===== config.mk =====
export PLATFORM = sky130hd
export DESIGN_NAME = multicycle_main_ctrl
export DESIGN_NICKNAME = d
export VERILOG_FILES = /design/src/rtl/main_ctrl_pkg.sv /design/src/rtl/main_ctrl_out_decode.sv /design/src/rtl/multicycle_main_ctrl.sv
export SDC_FILE = /design/constraint.sdc
export NUM_CORES = 1
export LEC_CHECK = 0
export BUFFER_PORTS_ARGS = -buffer_cell sky130_fd_sc_hd__buf_4
export CAP_MARGIN = 0
export CORE_UTILIZATION = 45
export DETAILED_ROUTE_END_ITERATION = 12
export PLACE_DENSITY = 0.73
export SYNTH_ARGS = -nofsm -noshare
export SYNTH_HDL_FRONTEND = slang
export SYNTH_SLANG_ARGS = --single-unit

===== constraint.sdc =====
create_clock -name clk -period 4.1 [get_ports clk]
set_input_delay 0 -clock clk [delete_from_list [all_inputs] [get_ports clk]]
set_output_delay 0 -clock clk [all_outputs]
set_load 0.01 [all_outputs]

===== src/rtl/main_ctrl_pkg.sv =====
// ---------------------------------------------------------------------------
// main_ctrl_pkg
//   Shared definitions for the multicycle RV32I main control FSM:
//   - state_t      : FSM state encoding
//   - OPC_*        : RV32I major opcodes handled by the controller
//   - ALUOP_*      : alu_op encodings consumed by the ALU control decoder
//   - SRCA_* / SRCB_* / RES_* : datapath mux select encodings
//   - is_legal_opcode() : true for every opcode the FSM knows how to run
// ---------------------------------------------------------------------------
package main_ctrl_pkg;

    typedef enum logic [3:0] {
        S_FETCH    = 4'd0,
        S_DECODE   = 4'd1,
        S_MEM_ADDR = 4'd2,
        S_MEM_RD   = 4'd3,
        S_MEM_WB   = 4'd4,
        S_MEM_WR   = 4'd5,
        S_EXEC_R   = 4'd6,
        S_EXEC_I   = 4'd7,
        S_ALU_WB   = 4'd8,
        S_BRANCH   = 4'd9,
        S_JAL      = 4'd10,
        S_HALT     = 4'd11
    } state_t;

    // RV32I major opcodes (instr[6:0])
    localparam logic [6:0] OPC_R      = 7'b0110011;
    localparam logic [6:0] OPC_I      = 7'b0010011;
    localparam logic [6:0] OPC_LOAD   = 7'b0000011;
    localparam logic [6:0] OPC_STORE  = 7'b0100011;
    localparam logic [6:0] OPC_BRANCH = 7'b1100011;
    localparam logic [6:0] OPC_JAL    = 7'b1101111;

    // alu_op encodings
    localparam logic [1:0] ALUOP_ADD  = 2'b00;
    localparam logic [1:0] ALUOP_SUB  = 2'b01;
    localparam logic [1:0] ALUOP_FUNC = 2'b10;

    // ALU operand A select
    localparam logic [1:0] SRCA_PC    = 2'b00;
    localparam logic [1:0] SRCA_OLDPC = 2'b01;
    localparam logic [1:0] SRCA_RS1   = 2'b10;

    // ALU operand B select
    localparam logic [1:0] SRCB_RS2   = 2'b00;
    localparam logic [1:0] SRCB_IMM   = 2'b01;
    localparam logic [1:0] SRCB_FOUR  = 2'b10;

    // Result select
    localparam logic [1:0] RES_ALUOUT  = 2'b00;
    localparam logic [1:0] RES_MEMDATA = 2'b01;
    localparam logic [1:0] RES_ALU     = 2'b10;

    function automatic logic is_legal_opcode(input logic [6:0] opc);
        return (opc == OPC_R)     || (opc == OPC_I)      ||
               (opc == OPC_LOAD)  || (opc == OPC_STORE)  ||
               (opc == OPC_BRANCH)|| (opc == OPC_JAL);
    endfunction

endpackage


===== src/rtl/main_ctrl_out_decode.sv =====
// ---------------------------------------------------------------------------
// main_ctrl_out_decode
//   Purely combinational output decoder of the main control FSM. Maps the
//   current state to datapath control signals; only pc_write/ir_write (fetch)
//   and instr_done (store) additionally depend on mem_ready.
// Ports:
//   state        in   state_t  current FSM state
//   mem_ready    in   1        memory completes current access this cycle
//   decode_done  in   1        retire in S_DECODE (unknown opcode treated as NOP)
//   pc_write .. halted  out    raw control outputs (reset gating is done by the top)
// ---------------------------------------------------------------------------
module main_ctrl_out_decode
    import main_ctrl_pkg::*;
(
    input  state_t     state,
    input  logic       mem_ready,
    input  logic       decode_done,
    output logic       pc_write,
    output logic       ir_write,
    output logic       reg_write,
    output logic       mem_read,
    output logic       mem_write,
    output logic       adr_src,
    output logic [1:0] alu_src_a,
    output logic [1:0] alu_src_b,
    output logic [1:0] alu_op,
    output logic [1:0] result_src,
    output logic       branch,
    output logic       instr_done,
    output logic       halted
);

    always_comb begin
        pc_write   = 1'b0;
        ir_write   = 1'b0;
        reg_write  = 1'b0;
        mem_read   = 1'b0;
        mem_write  = 1'b0;
        adr_src    = 1'b0;
        alu_src_a  = SRCA_PC;
        alu_src_b  = SRCB_RS2;
        alu_op     = ALUOP_ADD;
        result_src = RES_ALUOUT;
        branch     = 1'b0;
        instr_done = 1'b0;
        halted     = 1'b0;

        case (state)
            S_FETCH: begin
                // PC+4 is computed and written straight back while the
                // instruction word is latched; both loads wait for memory.
                mem_read   = 1'b1;
                adr_src    = 1'b0;
                alu_src_a  = SRCA_PC;
                alu_src_b  = SRCB_FOUR;
                alu_op     = ALUOP_ADD;
                result_src = RES_ALU;
                ir_write   = mem_ready;
                pc_write   = mem_ready;
            end
            S_DECODE: begin
                // Precompute the branch/jump target old PC + imm.
                alu_src_a  = SRCA_OLDPC;
                alu_src_b  = SRCB_IMM;
                alu_op     = ALUOP_ADD;
                instr_done = decode_done;
            end
            S_EXEC_R: begin
                alu_src_a = SRCA_RS1;
                alu_src_b = SRCB_RS2;
                alu_op    = ALUOP_FUNC;
            end
            S_EXEC_I: begin
                alu_src_a = SRCA_RS1;
                alu_src_b = SRCB_IMM;
                alu_op    = ALUOP_FUNC;
            end
            S_MEM_ADDR: begin
                alu_src_a = SRCA_RS1;
                alu_src_b = SRCB_IMM;
                alu_op    = ALUOP_ADD;
            end
            S_MEM_RD: begin
                mem_read = 1'b1;
                adr_src  = 1'b1;
            end
            S_MEM_WB: begin
                reg_write  = 1'b1;
                result_src = RES_MEMDATA;
                instr_done = 1'b1;
            end
            S_MEM_WR: begin
                mem_write  = 1'b1;
                adr_src    = 1'b1;
                instr_done = mem_ready;
            end
            S_ALU_WB: begin
                reg_write  = 1'b1;
                result_src = RES_ALUOUT;
                instr_done = 1'b1;
            end
            S_BRANCH: begin
                // rs1 - rs2 drives zero; PC loads the target held in ALU out.
                alu_src_a  = SRCA_RS1;
                alu_src_b  = SRCB_RS2;
                alu_op     = ALUOP_SUB;
                branch     = 1'b1;
                result_src = RES_ALUOUT;
                instr_done = 1'b1;
            end
            S_JAL: begin
                // PC takes the target from ALU out while old PC + 4 is
                // computed for the link write in S_ALU_WB.
                alu_src_a  = SRCA_OLDPC;
                alu_src_b  = SRCB_FOUR;
                alu_op     = ALUOP_ADD;
                pc_write   = 1'b1;
                result_src = RES_ALUOUT;
            end
            S_HALT: begin
                halted = 1'b1;
            end
            default: ;
        endcase
    end

endmodule


===== src/rtl/multicycle_main_ctrl.sv =====
// ---------------------------------------------------------------------------
// multicycle_main_ctrl
//   Multicycle RV32I main control FSM. Sequences fetch / decode / execute /
//   memory / writeback per instruction and handshakes with memory through
//   mem_ready. Produces alu_op for the ALU control decoder plus all datapath
//   mux selects and write enables.
//
// Parameters:
//   WAIT_LIMIT  max consecutive mem_ready=0 cycles tolerated in a memory
//               state before halting with mem_timeout; 0 = wait forever
// Configuration macro:
//   ILLEGAL_TRAP_EN  defined   : unknown opcode halts the FSM
//                    undefined : unknown opcode retires as a NOP in S_DECODE
// Ports:
//   clk, rst_n (sync, active-low)   opcode[6:0]  mem_ready
//   pc_write ir_write reg_write mem_read mem_write adr_src
//   alu_src_a[1:0] alu_src_b[1:0] alu_op[1:0] result_src[1:0] branch
//   instr_done (retire pulse)  halted  mem_timeout (sticky)
// ---------------------------------------------------------------------------
module multicycle_main_ctrl
    import main_ctrl_pkg::*;
#(
    parameter int WAIT_LIMIT = 16
) (
    input  logic       clk,
    input  logic       rst_n,
    input  logic [6:0] opcode,
    input  logic       mem_ready,
    output logic       pc_write,
    output logic       ir_write,
    output logic       reg_write,
    output logic       mem_read,
    output logic       mem_write,
    output logic       adr_src,
    output logic [1:0] alu_src_a,
    output logic [1:0] alu_src_b,
    output logic [1:0] alu_op,
    output logic [1:0] result_src,
    output logic       branch,
    output logic       instr_done,
    output logic       halted,
    output logic       mem_timeout
);

    // Counter only has to reach WAIT_LIMIT-1; with WAIT_LIMIT=0 it just wraps.
    localparam int CNT_W = (WAIT_LIMIT > 1) ? $clog2(WAIT_LIMIT) : 1;

    state_t             state_q;
    state_t             state_d;
    logic [CNT_W-1:0]   wait_cnt_q;
    logic [CNT_W-1:0]   wait_cnt_d;
    logic               mem_timeout_q;
    logic               in_mem_wait;
    logic               limit_hit;
    logic               decode_done;

    logic       raw_pc_write;
    logic       raw_ir_write;
    logic       raw_reg_write;
    logic       raw_mem_read;
    logic       raw_mem_write;
    logic       raw_adr_src;
    logic [1:0] raw_alu_src_a;
    logic [1:0] raw_alu_src_b;
    logic [1:0] raw_alu_op;
    logic [1:0] raw_result_src;
    logic       raw_branch;
    logic       raw_instr_done;
    logic       raw_halted;

    assign in_mem_wait = (state_q == S_FETCH) || (state_q == S_MEM_RD) ||
                         (state_q == S_MEM_WR);

    // A completing access in the limit cycle wins over the timeout because
    // limit_hit requires mem_ready=0.
    assign limit_hit = (WAIT_LIMIT > 0) && in_mem_wait && !mem_ready &&
                       (wait_cnt_q == CNT_W'(WAIT_LIMIT - 1));

`ifdef ILLEGAL_TRAP_EN
    assign decode_done = 1'b0;
`else
    assign decode_done = !is_legal_opcode(opcode);
`endif

    // State register
    always_ff @(posedge clk) begin
        if (!rst_n) begin
            state_q       <= S_FETCH;
            wait_cnt_q    <= '0;
            mem_timeout_q <= 1'b0;
        end else begin
            state_q    <= state_d;
            wait_cnt_q <= wait_cnt_d;
            if (limit_hit) begin
                mem_timeout_q <= 1'b1;
            end
        end
    end

    // Next-state logic
    always_comb begin
        state_d = state_q;
        case (state_q)
            S_FETCH: begin
                if (limit_hit)      state_d = S_HALT;
                else if (mem_ready) state_d = S_DECODE;
            end
            S_DECODE: begin
                case (opcode)
                    OPC_R:               state_d = S_EXEC_R;
                    OPC_I:               state_d = S_EXEC_I;
                    OPC_LOAD, OPC_STORE: state_d = S_MEM_ADDR;
                    OPC_BRANCH:          state_d = S_BRANCH;
                    OPC_JAL:             state_d = S_JAL;
`ifdef ILLEGAL_TRAP_EN
                    default:             state_d = S_HALT;
`else
                    default:             state_d = S_FETCH;
`endif
                endcase
            end
            S_EXEC_R:   state_d = S_ALU_WB;
            S_EXEC_I:   state_d = S_ALU_WB;
            S_MEM_ADDR: state_d = (opcode == OPC_STORE) ? S_MEM_WR : S_MEM_RD;
            S_MEM_RD: begin
                if (limit_hit)      state_d = S_HALT;
                else if (mem_ready) state_d = S_MEM_WB;
            end
            S_MEM_WB:   state_d = S_FETCH;
            S_MEM_WR: begin
                if (limit_hit)      state_d = S_HALT;
                else if (mem_ready) state_d = S_FETCH;
            end
            S_ALU_WB:   state_d = S_FETCH;
            S_BRANCH:   state_d = S_FETCH;
            S_JAL:      state_d = S_ALU_WB;
            S_HALT:     state_d = S_HALT;
            default:    state_d = S_FETCH;
        endcase
    end

    // Wait counter counts stalled cycles of the current memory state only;
    // any completion or state change restarts it.
    always_comb begin
        wait_cnt_d = '0;
        if (in_mem_wait && !mem_ready && (state_d == state_q)) begin
            wait_cnt_d = wait_cnt_q + CNT_W'(1);
        end
    end

    // Output decode
    main_ctrl_out_decode u_out_decode (
        .state       (state_q),
        .mem_ready   (mem_ready),
        .decode_done (decode_done),
        .pc_write    (raw_pc_write),
        .ir_write    (raw_ir_write),
        .reg_write   (raw_reg_write),
        .mem_read    (raw_mem_read),
        .mem_write   (raw_mem_write),
        .adr_src     (raw_adr_src),
        .alu_src_a   (raw_alu_src_a),
        .alu_src_b   (raw_alu_src_b),
        .alu_op      (raw_alu_op),
        .result_src  (raw_result_src),
        .branch      (raw_branch),
        .instr_done  (raw_instr_done),
        .halted      (raw_halted)
    );

    // Reset is asserted for the whole cycle: nothing may write while it is low.
    assign pc_write    = rst_n & raw_pc_write;
    assign ir_write    = rst_n & raw_ir_write;
    assign reg_write   = rst_n & raw_reg_write;
    assign mem_read    = rst_n & raw_mem_read;
    assign mem_write   = rst_n & raw_mem_write;
    assign adr_src     = rst_n & raw_adr_src;
    assign alu_src_a   = rst_n ? raw_alu_src_a  : 2'b00;
    assign alu_src_b   = rst_n ? raw_alu_src_b  : 2'b00;
    assign alu_op      = rst_n ? raw_alu_op     : 2'b00;
    assign result_src  = rst_n ? raw_result_src : 2'b00;
    assign branch      = rst_n & raw_branch;
    assign instr_done  = rst_n & raw_instr_done;
    assign halted      = rst_n & raw_halted;
    assign mem_timeout = rst_n & mem_timeout_q;

endmodule

# Word level (Yosys, flattened, before mapping)
# Cells that the tools add are included.
[word_totals]
regBits = 9
input_bits = 10
output_inout_bits = 18
wordCells = 84
[op_classes]
add_sub_neg = 1
eq_ne = 19
mux = 26
bitwise = 10
n_reduce_logical = 25
[ops]
columns = ["op", "n"]
rows = [
  ["4-bit one-hot mux with 7 select lines", 1],
  ["4-bit 2-to-1 mux", 6],
  ["4-bit equality test (second input constant)", 5],
  ["4-bit one-hot mux with 5 select lines", 1],
  ["4-bit by 3-bit equality test with 1-bit output (second input constant)", 4],
  ["2-bit one-hot mux with 2 select lines", 4],
  ["7-bit by 6-bit equality test with 1-bit output (second input constant)", 2],
  ["7-bit equality test (second input constant)", 2],
  ["2-bit OR reduction", 7],
  ["1-bit AND", 10],
  ["3-bit OR reduction", 3],
  ["4-bit by 2-bit equality test with 1-bit output (second input constant)", 2],
  ["2-bit 2-to-1 mux", 4],
  ["7-bit by 2-bit equality test with 1-bit output (second input constant)", 1],
  ["7-bit by 5-bit equality test with 1-bit output (second input constant)", 1],
  ["1-bit logical OR", 7],
  ["1-bit 2-to-1 mux", 7],
  ["4-bit by 1-bit adder with 4-bit output (second input constant)", 1],
  ["4-bit by 1-bit equality test with 1-bit output (second input constant)", 1],
  ["4-bit equality test", 1],
  ["4-bit logical NOT", 1],
  ["4-bit OR reduction", 1],
  ["1-bit logical AND", 3],
  ["3-bit 2-to-1 mux", 1],
  ["4 further kinds", 5],
]

# Logic depth before layout (Yosys ltp)
[logic_depth]
depth_word = 10
ltp_mapped = 5
ltp_nobuf = 5

# Modules after synthesis
# Synthesis repeated with hierarchy kept, for this count alone.
[unflattened]
hier_cells = 145
area_unflattened_um2 = 1083.5
[modules_own_cells]
columns = ["mod", "n_inst", "cells_per_inst", "area_each_um2", "seq_area_each_um2"]
rows = [
  ["multicycle_main_ctrl", 1, 106, 837.1, 180.2],
  ["main_ctrl_out_decode", 1, 39, 246.5, 0.0],
]

# Least setup slack after synthesis
# Ideal clock, no wire load.
[synth_timing]
path_kind = "flip-flop to flip-flop"
start = "reg state_q[1]"
end = "reg wait_cnt_q[2]"
setup_ns = 0.064
t_arrival_ns = 1.325
required_ns = 4.036
path_slack_ns = 2.711
stages_incl_launch_ff = 5
n_path_buf = 0
synth_period_minus_slack_ns = 1.389
path_cell_list = "dfxtp_1 clkinv_1 mux2i_1 or4_4 nor2_1"
[synth_via]
elab_chain_len = 10
word_cells_on_any_way = 24
classes_between = "eq/ne (9); mux (7); reduce/logical (8)"
[synth_rtl]
columns = ["element", "line_no", "text"]
rows = [
  ["from (decl)", "multicycle_main_ctrl.sv:48", "state_t state_q;"],
  ["from (signal assigned)", "multicycle_main_ctrl.sv:92", "state_q <= state_d;"],
  ["4-bit by 2-bit equality test with 1-bit output / 4-bit logical NOT (equally long branches)", "multicycle_main_ctrl.sv:71, multicycle_main_ctrl.sv:103", ""],
  ["1-bit logical OR (2 in series)", "multicycle_main_ctrl.sv:71", "assign in_mem_wait = (state_q == S_FETCH) || (state_q == S_MEM_RD) ||"],
  ["1-bit logical AND", "multicycle_main_ctrl.sv:76, multicycle_main_ctrl.sv:146", ""],
  ["1-bit logical AND", "multicycle_main_ctrl.sv:76", "assign limit_hit = (WAIT_LIMIT > 0) && in_mem_wait && !mem_ready &&"],
  ["4-bit 2-to-1 mux (on tied branches)", "multicycle_main_ctrl.sv:131, multicycle_main_ctrl.sv:105, multicycle_main_ctrl.sv:126", ""],
  ["4-bit one-hot mux with 7 select lines", "multicycle_main_ctrl.sv:103", "case (state_q)"],
  ["4-bit equality test", "multicycle_main_ctrl.sv:146", "if (in_mem_wait && !mem_ready && (state_d == state_q)) begin"],
  ["1-bit logical AND (*)", "multicycle_main_ctrl.sv:146", ""],
  ["2-bit AND reduction (no source line) (*)", "-", ""],
  ["to (signal assigned)", "multicycle_main_ctrl.sv:93", "wait_cnt_q <= wait_cnt_d;"],
  ["to (decl)", "multicycle_main_ctrl.sv:50", "logic [CNT_W-1:0] wait_cnt_q;"],
]
# Mark *: on every way between the ends. The rest lies on a longest branch, timed or not.
# A chain may end at the register's enable or synchronous reset.

# Final worst setup path
# Same ends and word-level chain as after synthesis.

==> impl_summary.txt <==
----------------------------------------------------
[Outcome]
  Result of the run ... complete, no violations

[Setup path]
  Number of cells on the worst reg-to-reg path ... 4
  Reg2reg start ... state_q[1]
  Critical path data required time ... 4.29 ns
  Top Family by Delay on Critical Path ... flip-flops
  Register-to-register setup slack ... 2.16 ns
  Logic depth of the worst path, buffers included ... 4
  CP max FO ... 15
  Number of buffers and inverters on the critical path ... 1
  Worst-path cell chain ... clkinv_1 -> mux2i_1 -> or4_4 -> nor2_1
  Category of the most critical setup path ... reg -> reg
  Startpoint Class ... register
  CP Launch Point ... state_q[1]
  Arrival time reported for the critical path endpoint ... 2.13 ns
  Type of destination of the critical path ... register
  Critical path destination ... wait_cnt_q[2]
  Longest individual stage delay on the worst path ... 0.64 ns
  Critical R2R Capture ... wait_cnt_q[2]
  Worst path slowest cell ... sky130_fd_sc_hd__dfxtp_1

[Cells and area]
  Area overhead of the layout relative to synthesis ... 26.3%
  Combined flip-flop and latch cell area ... 180 um^2
  N_diodes ... 0
  Area taken by multi-input logic gates ... 577 um^2
  Number of inserted filler cells in the final layout ... 165
  Share of final-layout standard cells stronger than drive strength 1 ... 0.257
  Final net count ... 148

[Floorplanning]
  Placeable core region ... 1710 um^2
  Effective utilization at floorplan ... 0.478
  Count of standard-cell rows ... 15
  Die outline height ... 44.6 um
  I/O pin total ... 28
  Die Outline Area ... 1990 um^2
  Width of the die ... 44.6 um

[STA]
  Post-route setup TNS ... 0 ns
  Final setup fails ... 0
  Minimum period implied by the final worst setup slack ... 1.94 ns
  Max Clk Rate ... 0.515 GHz
  Final Hold Fails ... 0
  Unrepaired setup endpoints after global routing ... no
  Share of the cycle needed by the critical path after routing ... 0.473
  Least-Margin Pin Slew ... 0.558 ns
  Final Slew Violations ... 0
  Setup skew after layout ... 0.00146 ns
  Slew Limit Headroom ... 0.628

[Logic synthesis]
  Synth async-reset ratio ... 0
  Count of unique library cells instantiated by Yosys ... 41
  Syn_area_per_cell ... 7.23 um^2
  Most used DFF post-synth ... sky130_fd_sc_hd__dfxtp_1
  EDFF count, synth ... 0
  Number of instances in the synthesized netlist ... 113
  Number of warnings reported in the yosys synthesis log ... 0
  Share of the yosys chip area belonging to registers ... 0.221
  Post-synth net total ... 124
  Cell area after synthesis ... 817 um^2
  #FFs+latches synth ... 9

[Pwr]
  Overall power consumption ... 201 uW
  Peak supply drop ... 0.000148 V
  Switching component of the power ... 53.0 uW
  Int Power ... 148 uW
  Switching portion of total power ... 0.263
  Total power divided by cell area ... 195 nW/um^2
  Sequential Power Share ... 0.461
  Leakage dissipation ... 0.446 nW
  Clock power share ... 0.318
  Fraction of power consumed by combinational cells ... 0.222

[Min path]
  Class of the tightest hold or removal check ... in -> reg

[Detailed routing]
  Uppermost metal layer occupied by signal nets ... met4
  Metal3 WL ... 94 um
  Average wire per standard cell ... 11.9 um
  Number of DRC violations after detailed-routing iteration 0 ... 10
  Routed WL ... 1910 um
  Average vias per placed instance ... 5.43
  Via count ... 875
  Drc violations ... 0
  Detailed Routing Iterations Pass 1 ... 4
  Wl on met1 ... 878 um
  Count of nets left with antenna violations after detail routing ... 0
  Routed length on met2 ... 901 um

[Placed design]
  Final estimated routing congestion in global placement ... 0.826
  HPWL reported at the end of detailed placement ... 1440 um
  Count of input and output buffers ... 27

[Global routing]
  Via count of the first global-routing pass ... 783
  Wire length of the first global-routing pass ... 3260 um
  Overflow left after global routing ... 0
  Maximum number of pins on one net before global-route repair ... 17
  Global router's overall resource usage ... 0.218
  Antenna violations before repair ... 0

[CTS]
  Count of H-tree levels built during CTS ... 1
  Number of setup buffers added after CTS ... 0
  Clock buffers created by TritonCTS ... 3
  Resized cells post-CTS ... 0
  CTS sink cnt ... 9
  Buffer depth of the longest clock path ... 2
  Hold_buf cts ... 0
  Clock latency at the later pin of the worst-skew pair ... 0.25 ns
  Worst-path clk slew ... 0.05 ns
  Clock tree root driver cell ... sky130_fd_sc_hd__clkbuf_4
  Clock tree from TritonCTS ... done

[Flow run]
  Max-capacitance violation count ... 0

----------------------------------------------------
[power groups by stage]
| stage | logic [mW] | registers, mW | clock network, mW |
|---|---|---|---|
| 3_5_place_dp | 0.0446 | 0.0945 | 0 |
| 5_1_grt | 0.0496 | 0.0928 | 0.0704 |
| 2_1_floorplan | 0.0280 | 0.0922 | 0 |
| 4_1_cts | 0.0448 | 0.0926 | 0.0684 |
| 6_report | 0.0446 | 0.0927 | 0.0639 |
| 3_3_place_gp | 0.0442 | 0.0945 | 0 |
[Yosys cell counts, drive strengths merged (2+ instances only)]
cell,instances,area (um^2)
nor2,17,63.8
dfxtp,9,180
nor3,9,45.0
nand2,7,26.3
buf,5,33.8
nand2b,5,31.3
nor4,5,31.3
a21oi,4,20.0
xor2,4,35.0
and2,3,18.8
clkbuf,3,11.3
inv,3,11.3
nor2b,3,18.8
xnor2,3,26.3
a21boi,2,15.0
a22o,2,17.5
a32o,2,20.0
mux2i,2,20.0
nand3,2,10.0
nand3b,2,15.0
o21a,2,15.0
o21ai,2,10.0
[cell type report]
type | instances | area share
Multi-Input combinational cell | 92 | 0.559
Sequential cell | 9 | 0.175
Timing Repair Buffer | 27 | 0.196
Tap cell | 25 | 0.0303
Clock buffer | 4 | 0.0255
Inverter | 4 | 0.0145
[worst min path at each step]
| stage | start | to | cells after the start |
|---|---|---|---|
| CTS | mem_ready | state_q[1] | 2 |
| finish | mem_ready | state_q[1] | 2 |
| global placement | rst_n | state_q[3] | 2 |
| global route | rst_n | mem_timeout_q | 2 |
| detailed placement | rst_n | state_q[3] | 2 |
| floorplan | opcode[5] | state_q[0] | 3 |
[worst reg2reg max path, cell delays in order, from the launching register on]
cell	delay [ns]
sky130_fd_sc_hd__dfxtp_1	0.64
sky130_fd_sc_hd__clkinv_1	0.40
sky130_fd_sc_hd__mux2i_1	0.21
sky130_fd_sc_hd__or4_4	0.52
sky130_fd_sc_hd__nor2_1	0.11
[state kept, by name, indices dropped and copies added, names as in the netlist]
name / count
state_q: 4
wait_cnt_q: 4
mem_timeout_q: 1
[placed cells by master (no fill, tap or decap), types with 2 or more instances in the layout]
cell type	n
sky130_fd_sc_hd__and2_1	3
sky130_fd_sc_hd__dfxtp_1	9
sky130_fd_sc_hd__nand3b_1	2
sky130_fd_sc_hd__a22o_1	2
sky130_fd_sc_hd__xnor2_1	3
sky130_fd_sc_hd__buf_4	27
sky130_fd_sc_hd__inv_1	3
sky130_fd_sc_hd__nor2_1	17
sky130_fd_sc_hd__mux2i_1	2
sky130_fd_sc_hd__a21boi_0	2
sky130_fd_sc_hd__a32o_1	2
sky130_fd_sc_hd__xor2_1	4
sky130_fd_sc_hd__nor2b_1	3
sky130_fd_sc_hd__nand2_1	7
sky130_fd_sc_hd__a21oi_1	4
sky130_fd_sc_hd__nand3_1	2
sky130_fd_sc_hd__o21a_1	2
sky130_fd_sc_hd__o21ai_0	2
sky130_fd_sc_hd__nor3_1	9
sky130_fd_sc_hd__clkbuf_4	3
sky130_fd_sc_hd__nand2b_1	5
sky130_fd_sc_hd__nor4_1	5
[cell families (layout without fill, tap and decap cells)]
family | Yosys count | after routing | synth area share
buf+inv | 12 | 35 | 0.0735
flops | 9 | 9 | 0.221
fa+ha+maj | 1 | 1 | 0.0153
simple gates | 59 | 59 | 0.380
xor+xnor | 7 | 7 | 0.0750
compound gates | 22 | 22 | 0.198
mux | 3 | 3 | 0.0383
[per-stage QoR]
stage               utilization  std cells  hold WS (ns)  worst slack (ns)  area (um^2)
floorplan                     -        113         0.247              2.71          817
global placement          0.589        157         0.293              2.23         1010
detailed placement        0.589        157         0.294              2.18         1010
CTS                       0.604        161        0.0183              2.17         1030
global route              0.604        161        0.0430              2.02         1030
finish                    0.604        161        0.0291              2.16         1030
[routing by layer]
layer  vias to the layer above  track usage
met1                       392        0.276
met3                         4       0.0245
met4                         0        0.115
met5                         -            0
li1                        449            -
met2                        30        0.362
No activity file was read; power rests on OpenSTA's default activity.
